File: src/rtl/snoop_bus_pkg.sv
// -----------------------------------------------------------------------------
// snoop_bus_pkg
// Shared definitions for the snooping coherence bus arbiter:
//   - coherence op encodings (OP_RM, OP_WM, OP_INV; encoding 3 behaves as INV)
//   - FSM state enum
//   - field positions of the default 24-bit bus message
//   - helper telling whether an op needs a memory response
// -----------------------------------------------------------------------------
package snoop_bus_pkg;

    localparam logic [1:0] OP_RM  = 2'd0;
    localparam logic [1:0] OP_WM  = 2'd1;
    localparam logic [1:0] OP_INV = 2'd2;

    typedef enum logic [1:0] {
        ST_IDLE  = 2'd0,
        ST_BCAST = 2'd1,
        ST_WAIT  = 2'd2,
        ST_DONE  = 2'd3
    } state_e;

    // Field layout of the default 24-bit message. The op field always sits
    // just below the MSB: [MSG_W-2 : MSG_W-3].
    localparam int OP_W     = 2;
    localparam int OP_MSB   = 22;
    localparam int OP_LSB   = 21;
    localparam int TAG_MSB  = 20;
    localparam int TAG_LSB  = 12;
    localparam int DATA_MSB = 11;
    localparam int DATA_LSB = 0;

    // Only misses travel to memory; invalidates (and the reserved code)
    // complete right after the broadcast.
    function automatic logic needs_mem(input logic [OP_W-1:0] op);
        return (op == OP_RM) || (op == OP_WM);
    endfunction

endpackage

File: src/rtl/snoop_bus_if.sv
// -----------------------------------------------------------------------------
// snoop_bus_if
// Bundles the request, broadcast, memory-response and completion signals of
// the snooping bus.
//   master modport : caches/memory side (drives i_*, observes o_*)
//   slave  modport : arbiter side (observes i_*, drives o_*)
// Signals:
//   i_req       [N_MASTERS]        per-master request
//   i_msg       [N_MASTERS*MSG_W]  per-master message, master k at [k*MSG_W +: MSG_W]
//   i_mem_valid                    memory response strobe
//   i_mem_msg   [MSG_W]            memory response data
//   o_gnt       [N_MASTERS]        one-hot grant
//   o_bus_valid                    one-cycle broadcast strobe
//   o_bus_msg   [MSG_W]            latched message of the granted master
//   o_resp_msg  [MSG_W]            registered memory response
//   o_done      [N_MASTERS]        one-hot completion pulse
//   o_err                          timeout completion flag
// -----------------------------------------------------------------------------
interface snoop_bus_if #(
    parameter int N_MASTERS = 4,
    parameter int MSG_W     = 24
);
    logic [N_MASTERS-1:0]       i_req;
    logic [N_MASTERS*MSG_W-1:0] i_msg;
    logic                       i_mem_valid;
    logic [MSG_W-1:0]           i_mem_msg;
    logic [N_MASTERS-1:0]       o_gnt;
    logic                       o_bus_valid;
    logic [MSG_W-1:0]           o_bus_msg;
    logic [MSG_W-1:0]           o_resp_msg;
    logic [N_MASTERS-1:0]       o_done;
    logic                       o_err;

    modport master (
        output i_req, i_msg, i_mem_valid, i_mem_msg,
        input  o_gnt, o_bus_valid, o_bus_msg, o_resp_msg, o_done, o_err
    );

    modport slave (
        input  i_req, i_msg, i_mem_valid, i_mem_msg,
        output o_gnt, o_bus_valid, o_bus_msg, o_resp_msg, o_done, o_err
    );
endinterface

File: src/rtl/snoop_bus_prio_pick.sv
// -----------------------------------------------------------------------------
// snoop_bus_prio_pick
// Combinational one-hot picker. Searches req_i upward from start_i with
// wrap-around and returns the first set bit.
// Ports:
//   req_i    [N]      request vector
//   start_i  [IDX_W]  index searched first (must be < N)
//   gnt_o    [N]      one-hot winner
//   idx_o    [IDX_W]  binary index of the winner
//   any_o             at least one request present
// -----------------------------------------------------------------------------
module snoop_bus_prio_pick #(
    parameter int N     = 4,
    parameter int IDX_W = (N > 1) ? $clog2(N) : 1
) (
    input  logic [N-1:0]     req_i,
    input  logic [IDX_W-1:0] start_i,
    output logic [N-1:0]     gnt_o,
    output logic [IDX_W-1:0] idx_o,
    output logic             any_o
);

    int pos;

    always_comb begin
        gnt_o = '0;
        idx_o = '0;
        any_o = 1'b0;
        pos   = 0;
        for (int k = 0; k < N; k++) begin
            pos = int'(start_i) + k;
            if (pos >= N) begin
                pos = pos - N;
            end
            if (!any_o && req_i[pos]) begin
                any_o      = 1'b1;
                gnt_o[pos] = 1'b1;
                idx_o      = IDX_W'(pos);
            end
        end
    end

endmodule

File: src/rtl/snoop_bus_arbiter.sv
// -----------------------------------------------------------------------------
// snoop_bus_arbiter
// Registered N-master arbiter for the snooping coherence bus. Grants one
// cache, broadcasts its latched message for one cycle, waits for the memory
// response (misses only) or a timeout, then pulses o_done to the winner.
//
// Ports:
//   i_clk    single clock, rising edge
//   i_rst_n  asynchronous active-low reset
//   bus      snoop_bus_if.slave (requests, broadcast, memory response, done)
//
// Build option:
//   SNOOP_BUS_RR_EN  defined   -> round-robin arbitration
//                    undefined -> fixed priority, master 0 highest
// -----------------------------------------------------------------------------
module snoop_bus_arbiter
    import snoop_bus_pkg::*;
#(
    parameter int N_MASTERS = 4,
    parameter int MSG_W     = 24,
    parameter int TIMEOUT   = 15
) (
    input  logic       i_clk,
    input  logic       i_rst_n,
    snoop_bus_if.slave bus
);

    localparam int IDX_W = $clog2(N_MASTERS);
    localparam int CNT_W = $clog2(TIMEOUT + 1);

    localparam logic [1:0] S_IDLE  = ST_IDLE;
    localparam logic [1:0] S_BCAST = ST_BCAST;
    localparam logic [1:0] S_WAIT  = ST_WAIT;
    localparam logic [1:0] S_DONE  = ST_DONE;

    logic [1:0]           state_q,     state_d;
    logic [N_MASTERS-1:0] gnt_q,       gnt_d;
    logic                 bus_valid_q, bus_valid_d;
    logic [MSG_W-1:0]     bus_msg_q,   bus_msg_d;
    logic [MSG_W-1:0]     resp_q,      resp_d;
    logic [N_MASTERS-1:0] done_q,      done_d;
    logic                 err_q,       err_d;
    logic [CNT_W-1:0]     cnt_q,       cnt_d;

    logic [N_MASTERS-1:0] pick_gnt;
    logic [IDX_W-1:0]     pick_idx;
    logic                 pick_any;
    logic [IDX_W-1:0]     pick_start;
    logic [1:0]           op;

`ifdef SNOOP_BUS_RR_EN
    logic [IDX_W-1:0]     ptr_q, ptr_d;
    assign pick_start = ptr_q;
`else
    assign pick_start = '0;
`endif

    snoop_bus_prio_pick #(
        .N     (N_MASTERS),
        .IDX_W (IDX_W)
    ) u_pick (
        .req_i   (bus.i_req),
        .start_i (pick_start),
        .gnt_o   (pick_gnt),
        .idx_o   (pick_idx),
        .any_o   (pick_any)
    );

    // op is taken from the latched message, so late i_msg changes are harmless
    assign op = bus_msg_q[MSG_W-2 -: 2];

    always_comb begin
        state_d     = state_q;
        gnt_d       = gnt_q;
        bus_valid_d = 1'b0;
        bus_msg_d   = bus_msg_q;
        resp_d      = resp_q;
        done_d      = '0;
        err_d       = 1'b0;
        cnt_d       = cnt_q;
`ifdef SNOOP_BUS_RR_EN
        ptr_d       = ptr_q;
`endif
        case (state_q)
            S_IDLE: begin
                gnt_d = '0;
                if (pick_any) begin
                    gnt_d       = pick_gnt;
                    bus_msg_d   = bus.i_msg[int'(pick_idx)*MSG_W +: MSG_W];
                    bus_valid_d = 1'b1;
                    state_d     = S_BCAST;
`ifdef SNOOP_BUS_RR_EN
                    ptr_d = (int'(pick_idx) == N_MASTERS - 1) ? '0 : pick_idx + IDX_W'(1);
`endif
                end
            end
            S_BCAST: begin
                if (needs_mem(op)) begin
                    state_d = S_WAIT;
                    cnt_d   = '0;
                end else begin
                    state_d = S_DONE;
                    done_d  = gnt_q;
                    resp_d  = '0;
                end
            end
            S_WAIT: begin
                // A response arriving on the expiry cycle still wins.
                if (bus.i_mem_valid) begin
                    state_d = S_DONE;
                    done_d  = gnt_q;
                    resp_d  = bus.i_mem_msg;
                end else if (cnt_q == CNT_W'(TIMEOUT - 1)) begin
                    state_d = S_DONE;
                    done_d  = gnt_q;
                    resp_d  = '0;
                    err_d   = 1'b1;
                end else begin
                    cnt_d = cnt_q + CNT_W'(1);
                end
            end
            S_DONE: begin
                state_d = S_IDLE;
                gnt_d   = '0;
            end
            default: begin
                state_d = S_IDLE;
                gnt_d   = '0;
            end
        endcase
    end

    always_ff @(posedge i_clk or negedge i_rst_n) begin
        if (!i_rst_n) begin
            state_q     <= S_IDLE;
            gnt_q       <= '0;
            bus_valid_q <= 1'b0;
            bus_msg_q   <= '0;
            resp_q      <= '0;
            done_q      <= '0;
            err_q       <= 1'b0;
            cnt_q       <= '0;
        end else begin
            state_q     <= state_d;
            gnt_q       <= gnt_d;
            bus_valid_q <= bus_valid_d;
            bus_msg_q   <= bus_msg_d;
            resp_q      <= resp_d;
            done_q      <= done_d;
            err_q       <= err_d;
            cnt_q       <= cnt_d;
        end
    end

`ifdef SNOOP_BUS_RR_EN
    always_ff @(posedge i_clk or negedge i_rst_n) begin
        if (!i_rst_n) begin
            ptr_q <= '0;
        end else begin
            ptr_q <= ptr_d;
        end
    end
`endif

    assign bus.o_gnt       = gnt_q;
    assign bus.o_bus_valid = bus_valid_q;
    assign bus.o_bus_msg   = bus_msg_q;
    assign bus.o_resp_msg  = resp_q;
    assign bus.o_done      = done_q;
    assign bus.o_err       = err_q;

endmodule

File: src/flat_wrapper.sv
// flat-port wrapper written by rule: the top's interface ports become plain ports
module snoop_bus_arbiter_flat import snoop_bus_pkg::*;
#(
    parameter int N_MASTERS = 4,
    parameter int MSG_W     = 24,
    parameter int TIMEOUT   = 15
)
  (i_clk, i_rst_n, bus_i_req, bus_i_msg, bus_i_mem_valid, bus_i_mem_msg, bus_o_gnt, bus_o_bus_valid, bus_o_bus_msg, bus_o_resp_msg, bus_o_done, bus_o_err);
  snoop_bus_if #(.N_MASTERS(N_MASTERS), .MSG_W(MSG_W)) bus_i ();
  input  logic i_clk;
  input  logic i_rst_n;
  input wire logic [$bits(bus_i.i_req)-1:0] bus_i_req;
  input wire logic [$bits(bus_i.i_msg)-1:0] bus_i_msg;
  input wire logic [$bits(bus_i.i_mem_valid)-1:0] bus_i_mem_valid;
  input wire logic [$bits(bus_i.i_mem_msg)-1:0] bus_i_mem_msg;
  output wire logic [$bits(bus_i.o_gnt)-1:0] bus_o_gnt;
  output wire logic [$bits(bus_i.o_bus_valid)-1:0] bus_o_bus_valid;
  output wire logic [$bits(bus_i.o_bus_msg)-1:0] bus_o_bus_msg;
  output wire logic [$bits(bus_i.o_resp_msg)-1:0] bus_o_resp_msg;
  output wire logic [$bits(bus_i.o_done)-1:0] bus_o_done;
  output wire logic [$bits(bus_i.o_err)-1:0] bus_o_err;
  assign bus_i.i_req = bus_i_req;
  assign bus_i.i_msg = bus_i_msg;
  assign bus_i.i_mem_valid = bus_i_mem_valid;
  assign bus_i.i_mem_msg = bus_i_mem_msg;
  assign bus_o_gnt = bus_i.o_gnt;
  assign bus_o_bus_valid = bus_i.o_bus_valid;
  assign bus_o_bus_msg = bus_i.o_bus_msg;
  assign bus_o_resp_msg = bus_i.o_resp_msg;
  assign bus_o_done = bus_i.o_done;
  assign bus_o_err = bus_i.o_err;
  snoop_bus_arbiter #(.N_MASTERS(N_MASTERS), .MSG_W(MSG_W), .TIMEOUT(TIMEOUT)) u_core (.i_clk(i_clk), .i_rst_n(i_rst_n), .bus(bus_i));
endmodule
File: config.mk
export PLATFORM = sky130hd
export DESIGN_NAME = snoop_bus_arbiter_flat
export DESIGN_NICKNAME = d
export VERILOG_FILES = /design/src/rtl/snoop_bus_pkg.sv /design/src/rtl/snoop_bus_if.sv /design/src/rtl/snoop_bus_prio_pick.sv /design/src/rtl/snoop_bus_arbiter.sv /design/src/flat_wrapper.sv
export SDC_FILE = /design/constraint.sdc
export NUM_CORES = 1
export LEC_CHECK = 0
export ABC_AREA = 1
export CORE_ASPECT_RATIO = 0.9
export CORE_UTILIZATION = 41
export CTS_BUF_LIST = sky130_fd_sc_hd__clkbuf_16
export DETAILED_ROUTE_END_ITERATION = 8
export HOLD_SLACK_MARGIN = 0.02
export PLACE_DENSITY = 0.8
export SLEW_MARGIN = 10
export SYNTH_ARGS = -nofsm -noshare
export SYNTH_HDL_FRONTEND = slang
export SYNTH_SLANG_ARGS = --single-unit
export TNS_END_PERCENT = 1
File: constraint.sdc
create_clock -name i_clk -period 2.3 [get_ports i_clk]
set_input_delay 0.46 -clock i_clk [delete_from_list [all_inputs] [get_ports i_clk]]
set_output_delay 0.46 -clock i_clk [all_outputs]
set_load 0.05 [all_outputs]
* Word-level counts from Yosys, hierarchy flattened
Cells that the tools add are included.
Operators by class: $mul 1, $add $sub $neg 1, shift operators 1, multiplexer cells 35, reductions and logical operators 15, equal/unequal tests 11
Operator list (count):
- 96-bit by 32-bit variable part select with 24-bit output | 1
- 24-bit 2-to-1 mux | 3
- 24-bit one-hot mux with 2 select lines | 1
- 4-bit 2-to-1 mux | 8
- 4-bit one-hot mux with 2 select lines | 3
- 1-bit 2-to-1 mux | 12
- 2-bit 2-to-1 mux | 6
- 2-bit one-hot mux with 4 select lines | 1
- 2-bit inequality test (second input constant) | 3
- 4-bit by 1-bit adder with 4-bit output (second input constant) | 1
- 2-bit by 1-bit == test with 1-bit output (second input constant) | 2
- 2-bit == test (second input constant) | 2
- 4-bit == test (second input constant) | 1
- 2-bit zero test | 2
- 2-bit by 2-bit multiplier with 4-bit output (second input constant) | 1
- 2-bit by 1-bit inequality test with 1-bit output (second input constant) | 2
- 2-bit AND reduction | 2
- 4-bit AND reduction | 1
- 2-bit nonzero test | 2
- 1-bit logical AND | 3
- 1-bit zero test | 3
- 3-bit 2-to-1 mux | 1
- 3-bit by 2-bit inequality test with 1-bit output (second input constant) | 1
- 3-bit AND reduction | 1
- 1-bit logical OR | 1
Storage, ports and cells: output and inout bits 58, logic and storage cells 72, bits in registers 64, input port bits 127

* Depth between registers and ports, before layout
depth after elaboration 12, depth in mapped cells 10, mapped depth without buffers 9

* By module
From an unflattened synthesis, not the netlist that was laid out.
Unflattened totals: cell total of the unflattened synthesis 705, area, all modules 4430.5 um^2
Modules (own cells, without submodules):
- snoop_bus_arbiter | cells an instance 628, times used 1, seq. area each 1601.5 um^2, area each 3970.1 um^2
- snoop_bus_prio_pick | cells an instance 77, times used 1, seq. area each 0.0 um^2, area each 460.4 um^2

* Worst setup path after synthesis
No wires, ideal clock.
path type register to register, start point register u_core.state_q[0], end point register u_core.resp_q[10], in the netlist u_core.bus.o_resp_msg[10], setup time 0.130 ns, buffers on the path 2, clock period less this slack 1.644 ns, required time 2.170 ns, cell stages (with the launch flop) 10, setup slack 0.656 ns, arrival 1.514 ns, cell sequence dfrtp_1 -> inv_1 -> ha_1 -> inv_1 -> o21ai_0 -> nand2_1 -> buf_2 -> buf_2 -> nand2_1 -> o21ai_0
On the way: cells in the longest elaborated chain, start to end 3, elaborated cells on any way between the ends 7, those cells by class 4 x eq/ne; 1 x mux; 2 x reduce/logical
Ends and longest elaborated chain:
- from (decl) | line snoop_bus_arbiter.sv:36 | logic [1:0] state_q, state_d;
- from (signal assigned) | line snoop_bus_arbiter.sv:144 | state_q <= state_d;
- 2-bit == test or 2-bit by 1-bit == test with 1-bit output (tied branches) | line snoop_bus_arbiter.sv:84 | case (state_q)
- 3-bit by 2-bit inequality test with 1-bit output (no source line), or another cell as far along
- 3-bit AND reduction (no source line)
- to (signal assigned) | line snoop_bus_arbiter.sv:148 | resp_q <= resp_d;
- to (decl) | line snoop_bus_arbiter.sv:40 | logic [MSG_W-1:0] resp_q, resp_d;
Several ways; a longest one is shown, not always the timed one. A chain may end at the register's enable or synchronous reset.

* Final worst setup path
start point register u_core.bus_msg_q[22], in the netlist u_core.bus.o_bus_msg[22], end point output bus_o_bus_msg[22]
RTL lines:
- from (decl) | line snoop_bus_arbiter.sv:39 | logic [MSG_W-1:0] bus_msg_q, bus_msg_d;
- from (signal assigned) | line snoop_bus_arbiter.sv:147 | bus_msg_q <= bus_msg_d;
- to (decl) | line flat_wrapper.sv:18 | output wire logic [$bits(bus_i.o_bus_msg)-1:0] bus_o_bus_msg;
No word-level cell between the ends.

==> results.md <==
* Slew Limit Headroom at 0.560
* Post-synthesis mux area share at 0
* CTS Buffer Depth at 2
* Leakage at 3.16 nW
* Crit path largest cell delay at 0.82 ns
* Final number of setup-violating endpoints at 0
* Final Hold Fails at 0
* CP Launch Type: flop
* IO Port Bufs at 184
* RSZ-0062 raised after global routing: false
* Post-layout net count at 889
* Sequential Area at 1600 µm²
* # fillers at 716
* Hold Slack at 0.0524 ns
* Post-synth top area cell: dfrtp_1
* Crit-path max FO at 3
* Simple logic cell fraction of the synthesized area at 0.322
* Yosys reg bits at 64
* Sum Neg Setup Slack at 0 ns
* Layout cell share with drive strength beyond 1 at 0.0474
* Die Y at 93.5 µm
* Total congestion overflow at 0
* CP Cell Sequence: clkdlybuf4s50_1
* Tmin final at 2.00 ns
* Comb pwr share at 0.551
* Hold Path Class: in2async
* Fin crit share at 0.871
* Internal power at 4.05 mW
* Post-CTS sizing at 0
* Largest net degree at the start of global routing at 49
* Synth Area in Compound Gates at 0.0831
* Clock sink total at 64
* Reg2Reg Depth at 7
* Global-route wire length before repair at 17600 µm
* 1st-iter DRT viols at 226
* CP Data Required Time at 1.84 ns
* Area share of the largest cell type after synthesis at 0.420
* Critical Path Stages at 1
* Net Sw Frac at 0.467
* CTS tree: built
* Synth area leaders: dfrtp_1, nand2_1, inv_1
* Yosys cell types at 26
* Top_reg_cell synth: dfrtp_1
* All-Layer GR Usage at 0.226
* Synth Area in XOR/XNOR at 0.00460
* HPWL Detailed at 8430 µm
* Hold-fix buffers, CTS at 0
* Die Area at 9690 µm²
* Syn_nets at 707
* Setup Skew at 0.00619 ns
* H-tree depth at 3
* Detailed Route WL at 10700 µm
* Core footprint at 8810 µm²
* Critical path's slowest cell: clkdlybuf4s50_1
* Least-Margin Pin Slew at 0.659 ns
* Slew Limit Fails at 0
* Die Span X at 104 µm
* Skew-Pair Late Insertion Delay at 0.32 ns
* Yosys warning total at 0
* Vias per cell at 4.60
* Mapped Area at 3810 µm²
* Largest family of logic cells by synthesized area: simple AND/OR/NAND/NOR gates
* TritonCTS Buffers at 9
* Clock root cell: clkbuf_16
* Most common cell in the netlist: nand2_1
* Mapped Cells at 573
* Instance area at placement at 5770 µm²
* Clock power frac at 0.197
* Initial core utilization at 0.433
* F_max at 0.499 GHz
* Post-Synth Adder-Cell Area at 0.0230
* Synth-to-layout area growth at 60.3%
* Async SR Flop Fraction at 1.00
* Area of the multi-input gates at 1650 µm²
* Switching Power at 3.56 mW
* Drc violations at 0
* Crit path capture type: primary output
* Sequential Power Share at 0.252
* RD Place Congestion at 0.886
* Worst-path clk slew at 0.05 ns
* IO Count at 185
* Buffers & Inverters on Critical Path at 1
* Sequential-to-total area share from yosys stat at 0.420
* ANT nets after route at 0
* Site Rows at 32
* CP top delay family: buffers and inverters
* VDD IR max at 0.000633 V
* Status: completed
* Critical path class: reg2out
* Total power at 7.61 mW
* Syn avg cell area at 6.65 µm²
* Initial antenna violation count at 0
* Diode count at 0
* Power per Cell Area at 1250 nW/µm²
* WP data arrival at 1.54 ns
* Number of max-cap violations at 0
* PnR worst setup slack at 0.296 ns
* Via count at 4047
* DR WL/cell at 12.1 µm
* Drt pass-1 iters at 5
* Top cells by count, synth: nand2_1, inv_1, dfrtp_1
* Number of global-route vias before repair at 3819
* Number of synthesized flops with an enable pin at 0
* Fin area at 6110 µm²
* Setup bufs post-CTS at 0
* DP Worst Slack at 0.0755 ns
[area by class of cell]
class                           count  share of cell area
Timing Repair Buffer              197               0.319
Clock buffer                        9              0.0369
Multi-Input combinational cell    369               0.270
Inverter                          114              0.0700
Clock inverter                      7              0.0182
Tap cell                          119              0.0244
Sequential cell                    64               0.262
[path summary, 6_finish.rpt]
| path | to | slack [ns] | from |
|---|---|---|---|
| setup / recovery | bus_o_bus_msg[22] | 0.30 | u_core.bus.o_bus_msg[22]$_DFFE_PN0P_ |
| hold / removal | u_core.bus.o_resp_msg[5]$_DFFE_PN0P_ | 0.05 | i_rst_n |
| setup reg to reg | u_core.bus.o_resp_msg[17]$_DFFE_PN0P_ | 0.51 | u_core.state_q[0]$_DFFE_PN0P_ |
| hold reg to reg | u_core.bus.o_bus_msg[19]$_DFFE_PN0P_ | 0.48 | u_core.bus.o_bus_msg[19]$_DFFE_PN0P_ |
| max in group asynchronous | u_core.bus.o_bus_msg[21]$_DFFE_PN0P_ | 1.54 | i_rst_n |
| min in group i_clk | u_core.bus.o_bus_msg[19]$_DFFE_PN0P_ | 0.48 | u_core.bus.o_bus_msg[19]$_DFFE_PN0P_ |
[registers in the layout, summed over array words and instances, names as in the netlist]
signal and cells:
u_core.bus.o_done 4, u_core.bus.o_gnt 4, u_core.bus.o_bus_valid 1, u_core.bus.o_err 1, u_core.cnt_q 4, u_core.bus.o_bus_msg 24
u_core.state_q 2, u_core.bus.o_resp_msg 24
[metrics by stage]
stage,std cells,util
after floorplan,573,-
after global placement,863,0.655
after detailed placement,863,0.655
after CTS,879,0.694
after global routing,879,0.694
final,879,0.694
[layer usage]
layer	vias up	wire length, µm	track usage
met3	22	733	0.0397
met4	0	274	0.100
met1	1757	4680	0.292
met5	-	0	0
met2	184	4980	0.374
li1	2084	-	-
[placed cells by master, fill, tap and decap left out]
master / n
nand2_1: 231
clkdlybuf4s50_1: 183
inv_1: 113
dfrtp_1: 64
nand3_1: 52
o21ai_0: 39
o21ai_1: 15
buf_4: 12
clkbuf_16: 9
ha_1: 7
nor2_1: 5
nor3_1: 5
o22ai_1: 4
bufinv_16: 3
nand2_2: 2
xor2_1: 2
clkinv_2: 2
clkinv_1: 1
nor2_4: 1
nand3b_1: 1
inv_2: 1
nand3_4: 1
o21ai_2: 1
or2_2: 1
a211oi_1: 1
a21oi_1: 1
clkinvlp_4: 1
buf_2: 1
buf_12: 1
[power groups by stage]
| stage | clock network (mW) | logic [mW] | registers, mW |
|---|---|---|---|
| 2_1_floorplan | 0 | 1.18 | 3.43 |
| 3_3_place_gp | 0 | 4.13 | 1.91 |
| 3_5_place_dp | 0 | 4.20 | 1.93 |
| 4_1_cts | 1.53 | 4.22 | 1.92 |
| 5_1_grt | 1.60 | 4.49 | 1.99 |
| 6_report | 1.50 | 4.19 | 1.92 |
[cells by family (layout without fill, tap and decap cells)]
group	Yosys count	in the layout
AO/OA/AOI/OAI	61	61
XOR/XNOR	2	2
adder cells (fa/ha/maj)	7	7
buffers and inverters	140	327
flip-flops	64	64
AND/OR/NAND/NOR	299	299
(Power assumes the default switching activity.)
